<file path="src/rtl/phase_freq_detector.sv">
// Sampled PFD: synchronises ref/fb, times the lead between rising edges; lock detect built only with PFD_LOCK_DETECT_EN.
// Latency: closing edge seen in cycle N -> up_out/down_out and err_mag in cycle N+1; locked settles in that same cycle.
// Backpressure: none, pulses are fire-and-forget one-cycle strobes into the up/down counter.
module phase_freq_detector #(
    parameter int SYNC_STAGES = 2,
    parameter int LOCK_COUNT  = 64,
    parameter int LOCK_TOL    = 1
) (
    input  logic       clkUD,
    input  logic       reset_n,
    input  logic       ref_in,
    input  logic       fb_in,
    input  logic       enable,
    output logic       up_out,
    output logic       down_out,
    output logic [7:0] err_mag,
    output logic       locked
);

    typedef enum logic [1:0] {
        IDLE     = 2'd0,
        REF_LEAD = 2'd1,
        FB_LEAD  = 2'd2
    } state_t;

    state_t                 state;
    state_t                 state_nxt;
    logic [SYNC_STAGES-1:0] ref_sync;
    logic [SYNC_STAGES-1:0] fb_sync;
    logic                   ref_prev;
    logic                   fb_prev;
    logic                   ref_rise;
    logic                   fb_rise;
    logic [7:0]             cnt;
    logic [7:0]             cnt_nxt;
    logic [7:0]             cnt_inc;
    logic [7:0]             err_nxt;
    logic                   up_nxt;
    logic                   down_nxt;

    // Synchronisers ignore enable so re-enabling never exposes a stale edge.
    always_ff @(posedge clkUD or negedge reset_n) begin
        if (!reset_n) begin
            ref_sync <= '0;
            fb_sync  <= '0;
            ref_prev <= 1'b0;
            fb_prev  <= 1'b0;
        end else begin
            ref_sync <= {ref_sync[SYNC_STAGES-2:0], ref_in};
            fb_sync  <= {fb_sync[SYNC_STAGES-2:0], fb_in};
            ref_prev <= ref_sync[SYNC_STAGES-1];
            fb_prev  <= fb_sync[SYNC_STAGES-1];
        end
    end

    assign ref_rise = ref_sync[SYNC_STAGES-1] & ~ref_prev;
    assign fb_rise  = fb_sync[SYNC_STAGES-1] & ~fb_prev;
    assign cnt_inc  = (cnt == 8'hFF) ? cnt : cnt + 8'd1;

    always_comb begin
        state_nxt = state;
        cnt_nxt   = cnt;
        err_nxt   = err_mag;
        up_nxt    = 1'b0;
        down_nxt  = 1'b0;
        case (state)
            IDLE: begin
                if (ref_rise && fb_rise) begin
                    err_nxt = '0;
                end else if (ref_rise) begin
                    state_nxt = REF_LEAD;
                    cnt_nxt   = '0;
                end else if (fb_rise) begin
                    state_nxt = FB_LEAD;
                    cnt_nxt   = '0;
                end
            end
            REF_LEAD: begin
                cnt_nxt = cnt_inc;
                if (ref_rise || fb_rise) begin
                    up_nxt  = 1'b1;
                    err_nxt = cnt_inc;
                    // A fresh reference edge opens the next interval immediately.
                    if (ref_rise) cnt_nxt = '0;
                    else          state_nxt = IDLE;
                end
            end
            FB_LEAD: begin
                cnt_nxt = cnt_inc;
                if (ref_rise || fb_rise) begin
                    down_nxt = 1'b1;
                    err_nxt  = cnt_inc;
                    if (fb_rise) cnt_nxt = '0;
                    else         state_nxt = IDLE;
                end
            end
            default: state_nxt = IDLE;
        endcase
        if (!enable) begin
            state_nxt = IDLE;
            cnt_nxt   = '0;
            err_nxt   = '0;
            up_nxt    = 1'b0;
            down_nxt  = 1'b0;
        end
    end

    always_ff @(posedge clkUD or negedge reset_n) begin
        if (!reset_n) begin
            state    <= IDLE;
            cnt      <= '0;
            err_mag  <= '0;
            up_out   <= 1'b0;
            down_out <= 1'b0;
        end else begin
            state    <= state_nxt;
            cnt      <= cnt_nxt;
            err_mag  <= err_nxt;
            up_out   <= up_nxt;
            down_out <= down_nxt;
        end
    end

`ifdef PFD_LOCK_DETECT_EN
    localparam int LW = $clog2(LOCK_COUNT + 1);

    logic [LW-1:0] lock_cnt;
    logic          cmp_vld;
    logic          freq_err;
    logic          cmp_ok;

    // A second leading edge before the lagging one is a frequency error, never in tolerance.
    assign cmp_vld  = (state == IDLE) ? (ref_rise & fb_rise) : (ref_rise | fb_rise);
    assign freq_err = ((state == REF_LEAD) && ref_rise && !fb_rise) ||
                      ((state == FB_LEAD)  && fb_rise  && !ref_rise);
    assign cmp_ok   = !freq_err && (int'(err_nxt) <= LOCK_TOL);

    always_ff @(posedge clkUD or negedge reset_n) begin
        if (!reset_n) begin
            lock_cnt <= '0;
            locked   <= 1'b0;
        end else if (!enable) begin
            lock_cnt <= '0;
            locked   <= 1'b0;
        end else if (cmp_vld) begin
            if (cmp_ok) begin
                if (lock_cnt != LW'(LOCK_COUNT)) lock_cnt <= lock_cnt + LW'(1);
                if (lock_cnt >= LW'(LOCK_COUNT - 1)) locked <= 1'b1;
            end else begin
                lock_cnt <= '0;
                locked   <= 1'b0;
            end
        end
    end
`else
    assign locked = 1'b0;
`endif

endmodule

</file>
<file path="config.mk">
export PLATFORM = sky130hd
export DESIGN_NAME = phase_freq_detector
export DESIGN_NICKNAME = d
export VERILOG_FILES = /design/src/rtl/phase_freq_detector.sv
export SDC_FILE = /design/constraint.sdc
export NUM_CORES = 1
export LEC_CHECK = 0
export ABC_AREA = 1
export CAP_MARGIN = 0
export CORE_MARGIN = 1.5
export CORE_UTILIZATION = 40
export CTS_BUF_LIST = sky130_fd_sc_hd__clkbuf_4 sky130_fd_sc_hd__clkbuf_8
export DETAILED_ROUTE_END_ITERATION = 10
export GPL_ROUTABILITY_DRIVEN = 0
export PLACE_DENSITY_LB_ADDON = 0.1
export SLEW_MARGIN = 20
export SYNTH_ARGS = -nofsm -noshare
export SYNTH_HDL_FRONTEND = slang
export SYNTH_SLANG_ARGS = --single-unit
</file>
<file path="constraint.sdc">
create_clock -name clkUD -period 1.72 [get_ports clkUD]
set_clock_uncertainty 0.1 [all_clocks]
set_input_delay 0.43 -clock clkUD [delete_from_list [all_inputs] [get_ports clkUD]]
set_output_delay 0.43 -clock clkUD [all_outputs]
set_load 0.01 [all_outputs]
</file>
## Word-level counts from Yosys, hierarchy flattened

Index checks and enable logic that the tools add are counted.

| cells by class | value |
|---|---|
| add/subtract/negate cells | 1 |
| reduce and logical (&&, ||, !) cells | 7 |
| bitwise logic cells | 4 |
| mux-type cells | 28 |
| equality and inequality tests | 13 |

Operator list:

| cell | count |
|---|---|
| $mux 8 | 12 |
| $pmux 8 s3 | 1 |
| $ne 3x3->1 const B | 6 |
| $mux 2 | 8 |
| $pmux 8 s2 | 1 |
| $add 8x1->8 const B | 1 |
| $eq 8x8->1 const B | 1 |
| $ne 3x2->1 const B | 2 |
| $pmux 2 s3 | 1 |
| $reduce_and 3->1 | 2 |
| $reduce_and 6->1 | 1 |
| $mux 1 | 5 |
| $ne 4x1->1 const B | 1 |
| $ne 4x4->1 const B | 1 |
| $and 1x1->1 | 2 |
| $eq 2x1->1 const B | 1 |
| $eq 2x2->1 const B | 1 |
| $logic_not 2->1 | 1 |
| $not 1->1 | 2 |
| $reduce_or 2->1 | 1 |
| $logic_and 1x1->1 | 1 |
| $logic_or 1x1->1 | 1 |

| storage, ports and cells | value |
|---|---|
| input bits | 5 |
| output and inout port bits | 11 |
| word-level logic and storage cells | 62 |
| register bits | 26 |

## Depth between registers and ports, before layout

| depth | value |
|---|---|
| depth after elaboration | 7 |
| depth in mapped cells | 11 |
| mapped depth without buffers | 10 |

## Least setup slack after synthesis

No wires, ideal clock.

| timing path | value |
|---|---|
| path kind | register to register |
| from | register state[0] |
| to | register err_mag[0] |
| path buffers | 1 |
| clock period less this slack | 1.505 ns |
| path slack | 0.215 ns |
| arrival time | 1.328 ns |
| required time | 1.544 ns |
| cell stages (with the launch flop) | 10 |
| setup time | 0.076 ns |
| path through | dfrtp_1 > inv_1 > ha_1 > nand2_1 > o21ai_1 > nand2_1 > nand2_4 > buf_6 > nand2_2 > o21ai_1 |

| between the ends | value |
|---|---|
| word-level cells in the longest chain between the ends | 4 |
| elaborated cells on any way between the ends | 10 |
| classes of those cells | eq/ne: 5; mux: 2; reduce/logical: 3 |

RTL lines:

| item | RTL line | source |
|---|---|---|
| start, declared | 26 | `state_t state;` |
| start signal, assigned | 116 | `state <= state_nxt;` |
| $eq 2x2->1 or $eq 2x1->1 (tied branches) | 66 | `case (state)` |
| $reduce_or 2->1 (no source line) | -- |  |
| $ne 3x2->1 (no source line) or $pmux 8 s2 (tied branches) | -- |  |
| $reduce_and 3->1 (no source line) or $mux 8 (tied branches) | -- |  |
| end signal, assigned | 118 | `err_mag <= err_nxt;` |
| end, declared | 16 | `output logic [7:0] err_mag,` |

Several ways; a longest one is shown, not always the timed one.
A chain may end at the register's enable or synchronous reset.

## Worst setup path in the final report

| timing path | value |
|---|---|
| from | register cnt[0] |
| to | register err_mag[1] |

| between the ends | value |
|---|---|
| word-level cells in the longest chain between the ends | 5 |
| elaborated cells on any way between the ends | 6 |
| classes of those cells | add/sub: 1; eq/ne: 1; mux: 4 |

RTL lines:

| item | RTL line | source |
|---|---|---|
| start, declared | 34 | `logic [7:0] cnt;` |
| start signal, assigned | 117 | `cnt <= cnt_nxt;` |
| $add 8x1->8 or $eq 8x8->1 (tied branches) | 58 | `assign cnt_inc = (cnt == 8'hFF) ? cnt : cnt + 8'd1;` |
| $mux 8 (*) | 58 |  |
| $mux 8 (*) | 80, 90 |  |
| $pmux 8 s2 (*) | 66 |  |
| $mux 8 (*) | 99 | `if (!enable) begin` |

Every way passes the cells marked *; elsewhere a longest branch is shown, timed or not. The select of a mux whose other input is x is not followed.

==> flow_summary_export.csv <==
group,metric,value,unit
clocking,cts_max_level,1,
floorplan,ios,16,
global_routing,grt_start_max_net_pins,27,
clocking,cts_hold_buf,0,
drt,dr.pass1.iters,4,
setup_path,crit_arrival,1.72,ns
drt,postRouteAntennaNets,0,
drt,drc,0,
floorplan,start_util,0.432,
pwr,power_frac_comb,0.383,
global_routing,grt_pass1_wl,4.56,mm
drt,drtIter0Drc,32,
setup_path,cp.required,1.84,ns
sta,final.setup.tns,0,ns
logic_synthesis,yosys.area_share.simple,0.340,
clocking,cts.sinks,26,
logic_synthesis,synth-seq-cells,26,
logic_synthesis,synth-edff-count,0,
finish,design_area,0.00170,sq mm
sta,rsz0062_at_grt,"no",
drt,routed.top_layer,"met4",
logic_synthesis,yosysMostFrequentCell,"nand2_1",
floorplan,fp.dieH,61.1,um
hold_path,min_from,"ref_sync[0]$_DFF_PN0_",
pwr,power_switching,578,uW
placed_design,dp_cells,234,
clocking,numCtsBuffers,3,
logic_synthesis,syn_inst,171,
pwr,power.density_cell_area,929,mW/mm^2
hold_path,holdPathStages,0,
logic_synthesis,postSynthAreaPerCell,7.90,sq um
hold_path,hold_end,"ref_sync[1]$_DFF_PN0_",
drt,drt-total-wl,2.64,mm
drt,via_per_inst,4.66,
hold_path,hold_path_class,"reg -> reg",
clocking,cts_tree,"yes",
setup_path,regToRegSetupSlack,0.12,ns
clocking,cts.reportedPaths.clkPinSlew,0.14,ns
logic_synthesis,synth_fa_ha_area_frac,0.0371,
logic_synthesis,synthesis.area,0.00135,sq mm
sta,fin_crit_sh,0.930,
sta,max_freq,0.625,GHz
finish,area_delta_synth_final,25.6,%
clocking,cts_buffer_depth,2,
floorplan,die_w,61.1,um
logic_synthesis,ys_top_cells_by_area,"dfrtp_1 (48%), nand2_1 (15%), nand3_1 (6.3%)",
logic_synthesis,synth-xor-area-share,0.00649,
logic_synthesis,synthMuxAreaShare,0,
finish,regArea,651,sq um
pwr,swShare,0.367,
floorplan,rows,20,
setup_path,worst_setup_path_end_kind,"register",
logic_synthesis,synth_compound_area_frac,0.0649,
logic_synthesis,dominantRegCellSynth,"dfrtp_1",
logic_synthesis,synth.distinct_cells,22,
drt,via_count,1150,
sta,fin_crit,1.60,ns
global_routing,grt_overflow,0,
drt,post_drt_wl_per_cell,10.7,um
pwr,p_clk_frac,0.192,
setup_path,rr_startpoint,"cnt[0]$_DFFE_PN0P_",
global_routing,grt_use_total,0.162,
flow_run,max-cap-violations,0,
setup_path,r2r_end,"err_mag[1]$_DFFE_PN0P_",
sta,fin_ws,0.121,ns
pwr,ir_worst_vdd,0.000570,V
logic_synthesis,ys_seq_area_frac,0.482,
placed_design,dpl_cell_area,0.00158,sq mm
logic_synthesis,synth_top_family_by_area,"simple AND/OR/NAND/NOR gates",
finish,drive_above_1_share,0.222,
finish,final_util,0.542,
drt,wl_met1,1.31,mm
placed_design,place_hpwl,1.87,mm
clocking,clock_latency,0.32,ns
sta,finalHoldViolations,0,
floorplan,core-area,0.00313,sq mm
logic_synthesis,synth_largest_area_cell,"dfrtp_1",
setup_path,cp-start-kind,"register",
placed_design,pre_cts_ws,-0.189,ns
drt,met3WireLength,106,um
placed_design,port_buffers,14,
logic_synthesis,synthTopCellsByCount,"nand2_1 (53), dfrtp_1 (26), inv_1 (17), nand3_1 (17), nor2_1 (14)",
logic_synthesis,synth_top_area_share,0.482,
floorplan,fp.dieArea,0.00373,sq mm
setup_path,cp_max_fo,7,
sta,finalMaxSlewViolations,0,
clocking,cts-root-buf,"clkbuf_4",
setup_path,critPathKind,"reg -> reg",
finish,stdcell_count,247,
setup_path,r2r_cells,8,
logic_synthesis,yosysWarnings,0,
logic_synthesis,synthArstFlopShare,1.00,
finish,multi_input_area,642,sq um
finish,num-fill-cells,326,
global_routing,grt_pass1_vias,1068,
sta,setup_viol,0,
pwr,power.sequential.fraction,0.425,
status,status,"complete, no violations",
logic_synthesis,syn_nets,180,
finish,fin_nets,213,
pwr,p_int,996,uW
drt,wl_met2,1.21,mm
global_routing,antenna_found_initial,0,
pwr,power_leakage,0.000887,uW
finish,antenna_cells,0,
==> worst max-delay path by stage <==
stage	cells past startpoint	from	end
floorplan	9	state[0]$_DFFE_PN0P_	err_mag[0]$_DFFE_PN0P_
CTS	8	state[1]$_DFFE_PN0P_	err_mag[1]$_DFFE_PN0P_
global placement	6	enable	cnt[5]$_DFFE_PN0P_
detailed placement	6	enable	cnt[4]$_DFFE_PN0P_
finish	8	cnt[0]$_DFFE_PN0P_	err_mag[1]$_DFFE_PN0P_
global route	8	cnt[0]$_DFFE_PN0P_	err_mag[1]$_DFFE_PN0P_
==> registers in the layout, indices dropped and copies added (netlist names) <==
| signal | cells |
|---|---|
| fb_prev | 1 |
| err_mag | 8 |
| ref_sync | 2 |
| state | 2 |
| up_out | 1 |
| fb_sync | 2 |
| ref_prev | 1 |
| down_out | 1 |
| cnt | 8 |
==> stage by stage <==
stage | total power (uW) | hold slack (ns)
2_1_floorplan | 1060 | 0.0344
3_3_place_gp | 1200 | 0.234
3_5_place_dp | 1210 | 0.238
4_1_cts | 1520 | 0.269
5_1_grt | 1680 | 0.275
6_report | 1570 | 0.263
==> kinds of logic (layout without fill, tap and decap cells) <==
kind of cell	count (synthesis)	in the layout
AND/OR/NAND/NOR	102	103
AO/OA/AOI/OAI	16	16
other	1	1
buffers and inverters	21	52
XOR/XNOR	1	1
adder cells (fa/ha/maj)	4	4
flip-flops	26	26
==> cells in the final DEF, fill, tap and decap left out, types with 2 or more instances in the layout <==
master / instances
nand2_1: 52
dfrtp_1: 26
inv_1: 16
nand3_1: 16
buf_4: 15
nor2_1: 13
nand2_2: 12
dlygate4sd2_1: 10
o21ai_1: 8
clkdlybuf4s50_1: 4
inv_2: 3
o21ai_2: 3
o21ai_0: 3
ha_1: 3
clkbuf_4: 3
a21oi_1: 2
nand2_4: 2
nand3_2: 2
nand3b_1: 2
==> power groups by stage <==
stage                     Sequential [uW]  Combinational (uW)  Clock [uW]
after floorplan                       684                 374           0
after detailed placement              685                 526           0
after CTS                             671                 531         319
final                                 669                 602         303
after global routing                  674                 674         336
after global placement                682                 520           0
==> critical path, cell delays in order (launching register included) <==
cell and delay [ns]:
dfrtp_1 0.44, ha_2 0.21, nand2_1 0.11, nor2_4 0.16, nand2_2 0.13, o21ai_0 0.17, nor2_1 0.07, nand2_1 0.05
nand2_1 0.05
==> area by class of cell <==
class | count | share of cell area
well taps | 44 | 0.0325
multi-input cells | 125 | 0.379
inverters | 19 | 0.0421
clock buffers | 4 | 0.0214
repair buffers | 29 | 0.142
flip-flops and latches | 26 | 0.384
==> routing by layer <==
metal / up-vias / GRT usage
met5: - / 0
met4: 0 / 0.0280
met3: 2 / 0.0378
met2: 21 / 0.261
met1: 526 / 0.226
li1: 601 / -
==> what timing repair did <==
action / in CTS / in global routing
gates resized for setup: 10 / 10
gates cloned: 0 / 1
setup buffers: 5 / 3
pin swaps: 0 / 4
setup endpoints to repair: 10 / 16
Note: power is estimated with default switching activity, not from simulation.
